$ cat src/rtl/pc_fetch.sv
// PC register, instruction-bus fetch engine and IF/ID pipeline register.
// One outstanding request; a fetched word can be parked while IF stalls.
module pc_fetch #(
  parameter logic [31:0] RESET_PC = 32'h80000000
) (
  input  logic        clk,
  input  logic        rst,
  input  logic [5:0]  stall_i,
  input  logic        flush_i,
  input  logic [31:0] exception_handle_addr_i,
  input  logic        branch_flag_i,
  input  logic [31:0] branch_target_i,
  output logic        ibus_req_o,
  output logic [31:0] ibus_addr_o,
  input  logic        ibus_ack_i,
  input  logic [31:0] ibus_rdata_i,
  output logic        stall_req_o,
  output logic [31:0] id_pc_o,
  output logic [31:0] id_inst_o,
  output logic        id_valid_o,
  output logic        id_adel_o
);

  typedef enum logic [1:0] {
    S_IDLE,
    S_WAIT,
    S_HOLD,
    S_DROP
  } state_t;

  state_t      state;
  logic [31:0] pc;
  logic [31:0] hold_q;

  logic        mis;
  logic        dlv;
  logic        take;
  logic        id_hold;
  logic [31:0] word;
  logic [31:0] pc_next;

  assign mis     = |pc[1:0];
  assign dlv     = (state == S_WAIT && ibus_ack_i)
                || (state == S_HOLD)
                || (state == S_IDLE && mis);
  assign take    = dlv && !stall_i[1];
  assign id_hold = stall_i[1] && stall_i[2];
  assign pc_next = branch_flag_i ? branch_target_i
                                 : pc + 32'd4;

  // Misaligned PC never reaches the bus; it delivers a NOP word.
  always_comb begin
    word = ibus_rdata_i;
    unique case (1'b1)
      state == S_HOLD: word = hold_q;
      state == S_IDLE: word = '0;
      default:         word = ibus_rdata_i;
    endcase
  end

  assign ibus_req_o  = (state == S_WAIT) || (state == S_DROP);
  assign ibus_addr_o = pc;
  assign stall_req_o = (state == S_WAIT) && !ibus_ack_i;

  always_ff @(posedge clk or negedge rst) begin
    if (!rst) begin
      state      <= S_IDLE;
      pc         <= RESET_PC;
      hold_q     <= '0;
      id_pc_o    <= '0;
      id_inst_o  <= '0;
      id_valid_o <= 1'b0;
      id_adel_o  <= 1'b0;
    end else if (flush_i) begin
      pc         <= exception_handle_addr_i;
      hold_q     <= '0;
      id_inst_o  <= '0;
      id_valid_o <= 1'b0;
      id_adel_o  <= 1'b0;
      // An unacknowledged request must still complete on the bus.
      case (state)
        S_WAIT:  state <= ibus_ack_i ? S_IDLE : S_DROP;
        S_DROP:  state <= S_DROP;
        default: state <= S_IDLE;
      endcase
    end else begin
      if (take) begin
        id_pc_o    <= pc;
        id_inst_o  <= word;
        id_valid_o <= 1'b1;
        id_adel_o  <= (state == S_IDLE);
        if (!stall_i[0])
          pc <= pc_next;
      end else if (!id_hold) begin
        id_inst_o  <= '0;
        id_valid_o <= 1'b0;
        id_adel_o  <= 1'b0;
      end
      case (state)
        S_IDLE: begin
          if (!mis)
            state <= S_WAIT;
        end
        S_WAIT: begin
          if (ibus_ack_i) begin
            if (stall_i[1]) begin
              hold_q <= ibus_rdata_i;
              state  <= S_HOLD;
            end else begin
              state <= S_IDLE;
            end
          end
        end
        S_HOLD: begin
          if (!stall_i[1])
            state <= S_IDLE;
        end
        S_DROP: begin
          if (ibus_ack_i)
            state <= S_IDLE;
        end
        default: state <= S_IDLE;
      endcase
    end
  end

endmodule
$ cat config.mk
export PLATFORM = sky130hd
export DESIGN_NAME = pc_fetch
export DESIGN_NICKNAME = d
export VERILOG_FILES = /design/src/rtl/pc_fetch.sv
export SDC_FILE = /design/constraint.sdc
export NUM_CORES = 1
export LEC_CHECK = 0
export CAP_MARGIN = 20
export CELL_PAD_IN_SITES_DETAIL_PLACEMENT = 0
export CELL_PAD_IN_SITES_GLOBAL_PLACEMENT = 2
export CORE_MARGIN = 4
export CORE_UTILIZATION = 25
export CTS_CLUSTER_SIZE = 10
export DETAILED_ROUTE_END_ITERATION = 8
export PLACE_DENSITY_LB_ADDON = 0.1
export SLEW_MARGIN = 30
export SYNTH_ARGS = -nofsm -noshare
export SYNTH_HDL_FRONTEND = slang
export SYNTH_SLANG_ARGS = --single-unit
$ cat constraint.sdc
create_clock -name clk -period 1.9 [get_ports clk]
set_input_delay 0.38 -clock clk [delete_from_list [all_inputs] [get_ports clk]]
set_output_delay 0.38 -clock clk [all_outputs]
set_load 0.05 [all_outputs]
# After elaboration in Yosys (flattened, before gate mapping)
# Cells that the tools add are included.
[word_totals]
word_cells = 64
regBits = 132
out_inout_bits = 100
[op_classes]
reduce_logical = 20
addsub = 1
mux = 26
n_bitwise = 1
eq_ne = 9
[ops]
columns = ["op", "n"]
rows = [
  ["32-bit two-way mux", 11],
  ["32-bit case mux with 2 select lines", 1],
  ["32-bit by 3-bit adder with 32-bit output (second input constant)", 1],
  ["3-bit != test (second input constant)", 5],
  ["2-bit two-way mux", 7],
  ["2-bit case mux with 4 select lines", 1],
  ["2-bit nonzero test", 4],
  ["1-bit logical AND", 5],
  ["1-bit two-way mux", 5],
  ["2-bit == test (second input constant)", 2],
  ["2-bit case mux with 2 select lines", 1],
  ["2-bit AND reduction", 2],
  ["4-bit AND reduction", 1],
  ["1-bit logical OR", 3],
  ["3-bit AND reduction", 1],
  ["2-bit by 1-bit == test with 1-bit output (second input constant)", 1],
  ["1-bit zero test", 2],
  ["2-bit zero test", 1],
  ["2-bit by 1-bit != test with 1-bit output (second input constant)", 1],
  ["2-bit OR reduction", 1],
  ["1-bit inverter", 1],
]

# Logic depth before layout (Yosys ltp)
[logic_depth]
depth_word = 7
depth_mapped = 8
depth_no_buf = 6

# Worst setup path after synthesis
# No wires, ideal clock.
[synth_path]
kind = "flip-flop to output port"
startpoint = "register state[0]"
endpoint = "output stall_req_o"
path_stages_with_launch = 5
required_ps = 1520
path_slack_ps = -744
n_path_buf = 3
t_arrival_ps = 2264
cell_sequence = "dfrtp_1 buf_2 clkbuf_1 buf_1 nor3b_1"
[synth_between]
elab_chain_cells = 2
[synth_lines]
columns = ["item", "line_no", "source"]
rows = [
  ["from (decl)", "31", "state_t state;"],
  ["from (signal assigned)", "82", "S_WAIT: state <= ibus_ack_i ? S_IDLE : S_DROP;"],
  ["2-bit by 1-bit == test with 1-bit output", "63", "assign stall_req_o = (state == S_WAIT) && !ibus_ack_i;"],
  ["1-bit logical AND", "63", ""],
  ["to (decl)", "17", "output logic stall_req_o,"],
]
# No other way between the ends.

# Worst setup path in the final report
[layout_path]
startpoint = "register state[1]"
endpoint = "register pc[30] (netlist: ibus_addr_o[30])"
[layout_between]
elab_chain_cells = 7
[layout_lines]
columns = ["item", "line_no", "source"]
rows = [
  ["2-bit by 1-bit == test with 1-bit output", "43", "assign dlv = (state == S_WAIT && ibus_ack_i)"],
  ["1-bit logical AND", "43", ""],
  ["1-bit logical OR", "44", "|| (state == S_HOLD)"],
  ["1-bit logical OR *", "45", "|| (state == S_IDLE && mis);"],
  ["1-bit logical AND *", "46", "assign take = dlv && !stall_i[1];"],
  ["2-bit nonzero test (no source line) *", "--", ""],
  ["2-bit AND reduction (no source line) *", "--", ""],
  ["to (signal assigned)", "75", "pc <= exception_handle_addr_i;"],
  ["to (signal assigned)", "93", "pc <= pc_next;"],
  ["to (decl)", "32", "logic [31:0] pc;"],
]
# Every way passes the cells marked *; elsewhere a longest branch is shown, timed or not.
# A chain may end at the register's enable or synchronous reset.

==> metrics.yaml <==
hold_viol: 0
synth_area_per_cell_um2: 9.605
grt_usage_pct: 17.15
area_growth_pct: 56.48
synth_edf_count: 0
htreeDepth: 4
die_h_um: 169.8
cts_buffer_depth: 2
status: "finished, final reports clean"
dpl_cell_area_um2: 9378
synthDistinctLibCells: 55
drv_slew: 0
critical_path.cell_chain: "nand2b_4 -> a2111o_1 -> buf_12 -> o31ai_2 -> a21o_1 -> a22o_1"
hp-class: "in -> reg"
synth_fp_nets: 789
ios: 207
min_period_ps: 1870
hold_slack_ps: 398.9
cellLeakagePower_nw: 4.409
post-place-ws_ps: -394.1
cp_max_fo: 13
clock_skew_ps: 10.33
ant_nets: 0
synth_cells: 681
placed_cells: 1232
dieArea_um2: 28820
critPathSlowestCell: "a2111o_1"
vias: 6265
p_total_mw: 11.16
rows: 58
fin_cells: 1280
worst-endpoint-arrival_ps: 2230
rsz0062_at_grt: "yes"
cts-root-buf: "clkbuf_16"
synth-seq-cells: 132
tightest_slew_ps: 497.2
route.detailed.drc: 0
dr.pass1.iters: 7
finalNetCount: 1045
synth_area_um2: 6541
cp.depth: 6
yosys_warnings: 0
startpoint_type: "flop"
finalInstanceArea_um2: 10240
clk_latency_ps: 430
grt_pass1_vias: 6567
dr.first_iter.drc_count: 407
r2r_cells: 6
ir_drop_v: 0.0009595
slew_headroom_pct: 66.98
antenna_cells: 0
cp_slowest_stage_delay_ps: 450
worstSetupPathType: "reg -> reg"
cts_made_buffers: 17
io_buffers: 203
p_per_area_nw_per_um2: 1090
hold_depth: 4
max_freq_ghz: 0.5349
yosysSeqAreaShare_pct: 50.52
place.gp.congestion: 0.8500
setup_viol: 0
fp.dieW_um: 169.8
gr-total-overflow: 0
wl_mm: 24.77
core-area_um2: 25470
grt_max_degree: 40
drv_cap: 0
ys_async_sr_fraction_pct: 100.0
rrSetupSlack_ps: 30
synthFlopType: "dfrtp_1"
cts_tree: "yes"
cp.required_ps: 2260
cts_sinks: 132
critPathCaptureType: "flop"
viasPerCell: 4.895
cpLargestDelayFamily: "compound AO/OA/AOI/OAI gates"
start_util_pct: 25.68
fin_ws_ps: 30.44
finalCritPeriodShare_pct: 98.40
wire_per_inst_um: 19.35
path_buf_inv: 1
path_clk_slew_ps: 60
grt_pass1_wl_mm: 38.27
drive_above_1_share_pct: 29.26
antenna_found_initial: 0
hpwlAfterDp_mm: 18.19
[final cells by class]
type	instances	area (um^2)
clock buffers	18	429.2
repair buffers	294	2746
flip-flops and latches	132	3327
fillers	2547	15240
multi-input cells	487	3149
well taps	330	412.9
inverters	5	18.77
clock inverters	14	152.6
[synth_stat cells, drive strengths merged (2+ instances only)]
master,n,share of area (%)
mux2,33,5.7
o22a,3,0.40
nand2b,4,0.50
o211ai,4,0.46
nand3b,2,0.23
nand3,15,1.1
a22oi,33,3.8
o21ai,58,4.4
a2bb2oi,2,0.27
nand4,12,1.2
nor2b,12,1.1
buf,15,1.3
o32ai,2,0.27
and2,2,0.19
and3,7,0.67
clkbuf,42,2.4
nor4,5,0.71
o31ai,12,1.9
inv,5,0.29
a41oi,3,0.40
nor3,6,0.46
dfrtp,131,50
and4,8,1.1
mux2i,6,0.92
o221ai,2,0.27
a21oi,53,4.1
o22ai,6,0.57
a2111o,2,0.34
xnor2,2,0.27
nor2,13,0.75
a21o,12,1.4
a31oi,2,0.19
nand2,141,8.1
a22o,12,1.6
[flip-flops by register name, summed over array words and instances (netlist names)]
| signal | flops |
|---|---|
| ibus_addr_o | 32 |
| id_inst_o | 32 |
| state | 2 |
| hold_q | 32 |
| id_pc_o | 32 |
| id_adel_o | 1 |
| id_valid_o | 1 |
[cell families (layout without fill, tap and decap cells)]
| group | Yosys count | in the layout | synth area share (%) |
|---|---|---|---|
| adder cells (fa/ha/maj) | 1 | 1 | 0.1912 |
| multiplexers | 39 | 39 | 6.599 |
| flip-flops | 132 | 132 | 50.52 |
| AO/OA/AOI/OAI | 215 | 215 | 21.92 |
| buffers and inverters | 62 | 331 | 3.998 |
| AND/OR/NAND/NOR | 230 | 230 | 16.51 |
| XOR/XNOR | 2 | 2 | 0.2678 |
[worst min-delay path, cell delays in order]
cell	delay, ps
buf_4	150
nand2_1	70
nand2_1	60
a22o_1	120
[placed cells by master, fill, tap and decap left out, types with 4 or more instances in the layout]
master             n
buf_4            143
nand2_1          140
dfrtp_1          113
clkdlybuf4s50_1  101
o21ai_0           55
a21oi_1           52
mux2_2            33
a22oi_1           33
dlygate4sd2_1     26
dfrtp_2           18
clkbuf_16         17
buf_12            16
nand3_1           15
a21o_1            12
a22o_1            12
nor2_1            11
nor2b_1           11
nand4_1           11
o31ai_4            8
and3_1             7
and4_1             7
mux2i_1            6
o22ai_1            6
inv_1              5
nor3_1             5
buf_6              5
o211ai_1           4
[worst paths after layout]
path                               start               to
hold reg to reg            id_inst_o[10]    id_inst_o[10]
hold / removal                   flush_i         state[0]
max in group asynchronous            rst  ibus_addr_o[31]
setup / recovery                state[1]  ibus_addr_o[30]
min in group asynchronous            rst       id_pc_o[4]
setup reg to reg                state[1]  ibus_addr_o[30]
[metal layers]
metal  vias up  part of all wire (%)  track usage [%]
met1      3069                    46            22.93
li1       2985                     -                -
met2       183                    46            27.27
met5         -                     0                0
met3        28                   5.6            3.937
met4         0                   2.3            6.195
[per-stage QoR]
| stage | TNS (ps) | util [%] |
|---|---|---|
| finish | 0 | 40.19 |
| global placement | -24730 | 36.82 |
| CTS | -53.73 | 39.40 |
| detailed placement | -27730 | 36.82 |
| global route | -147.4 | 40.19 |
| floorplan | -12.55 | - |
[power by group]
part / switching [mW] / internal [mW] / total (mW)
Sequential: 0.354 / 3.27 / 3.63
Clock: 1.38 / 1.95 / 3.32
Combinational: 2.63 / 1.58 / 4.21
Total: 4.36 / 6.80 / 11.2
[what timing repair did]
item,CTS,global route
endpoints found under the setup margin,46,50
pin swaps,2,6
setup buffers,3,11
resized for setup,35,23
hold buffers,1,0
hold endpoints to repair,24,0
gates cloned,1,0
Note: power is estimated with default switching activity, not from simulation.
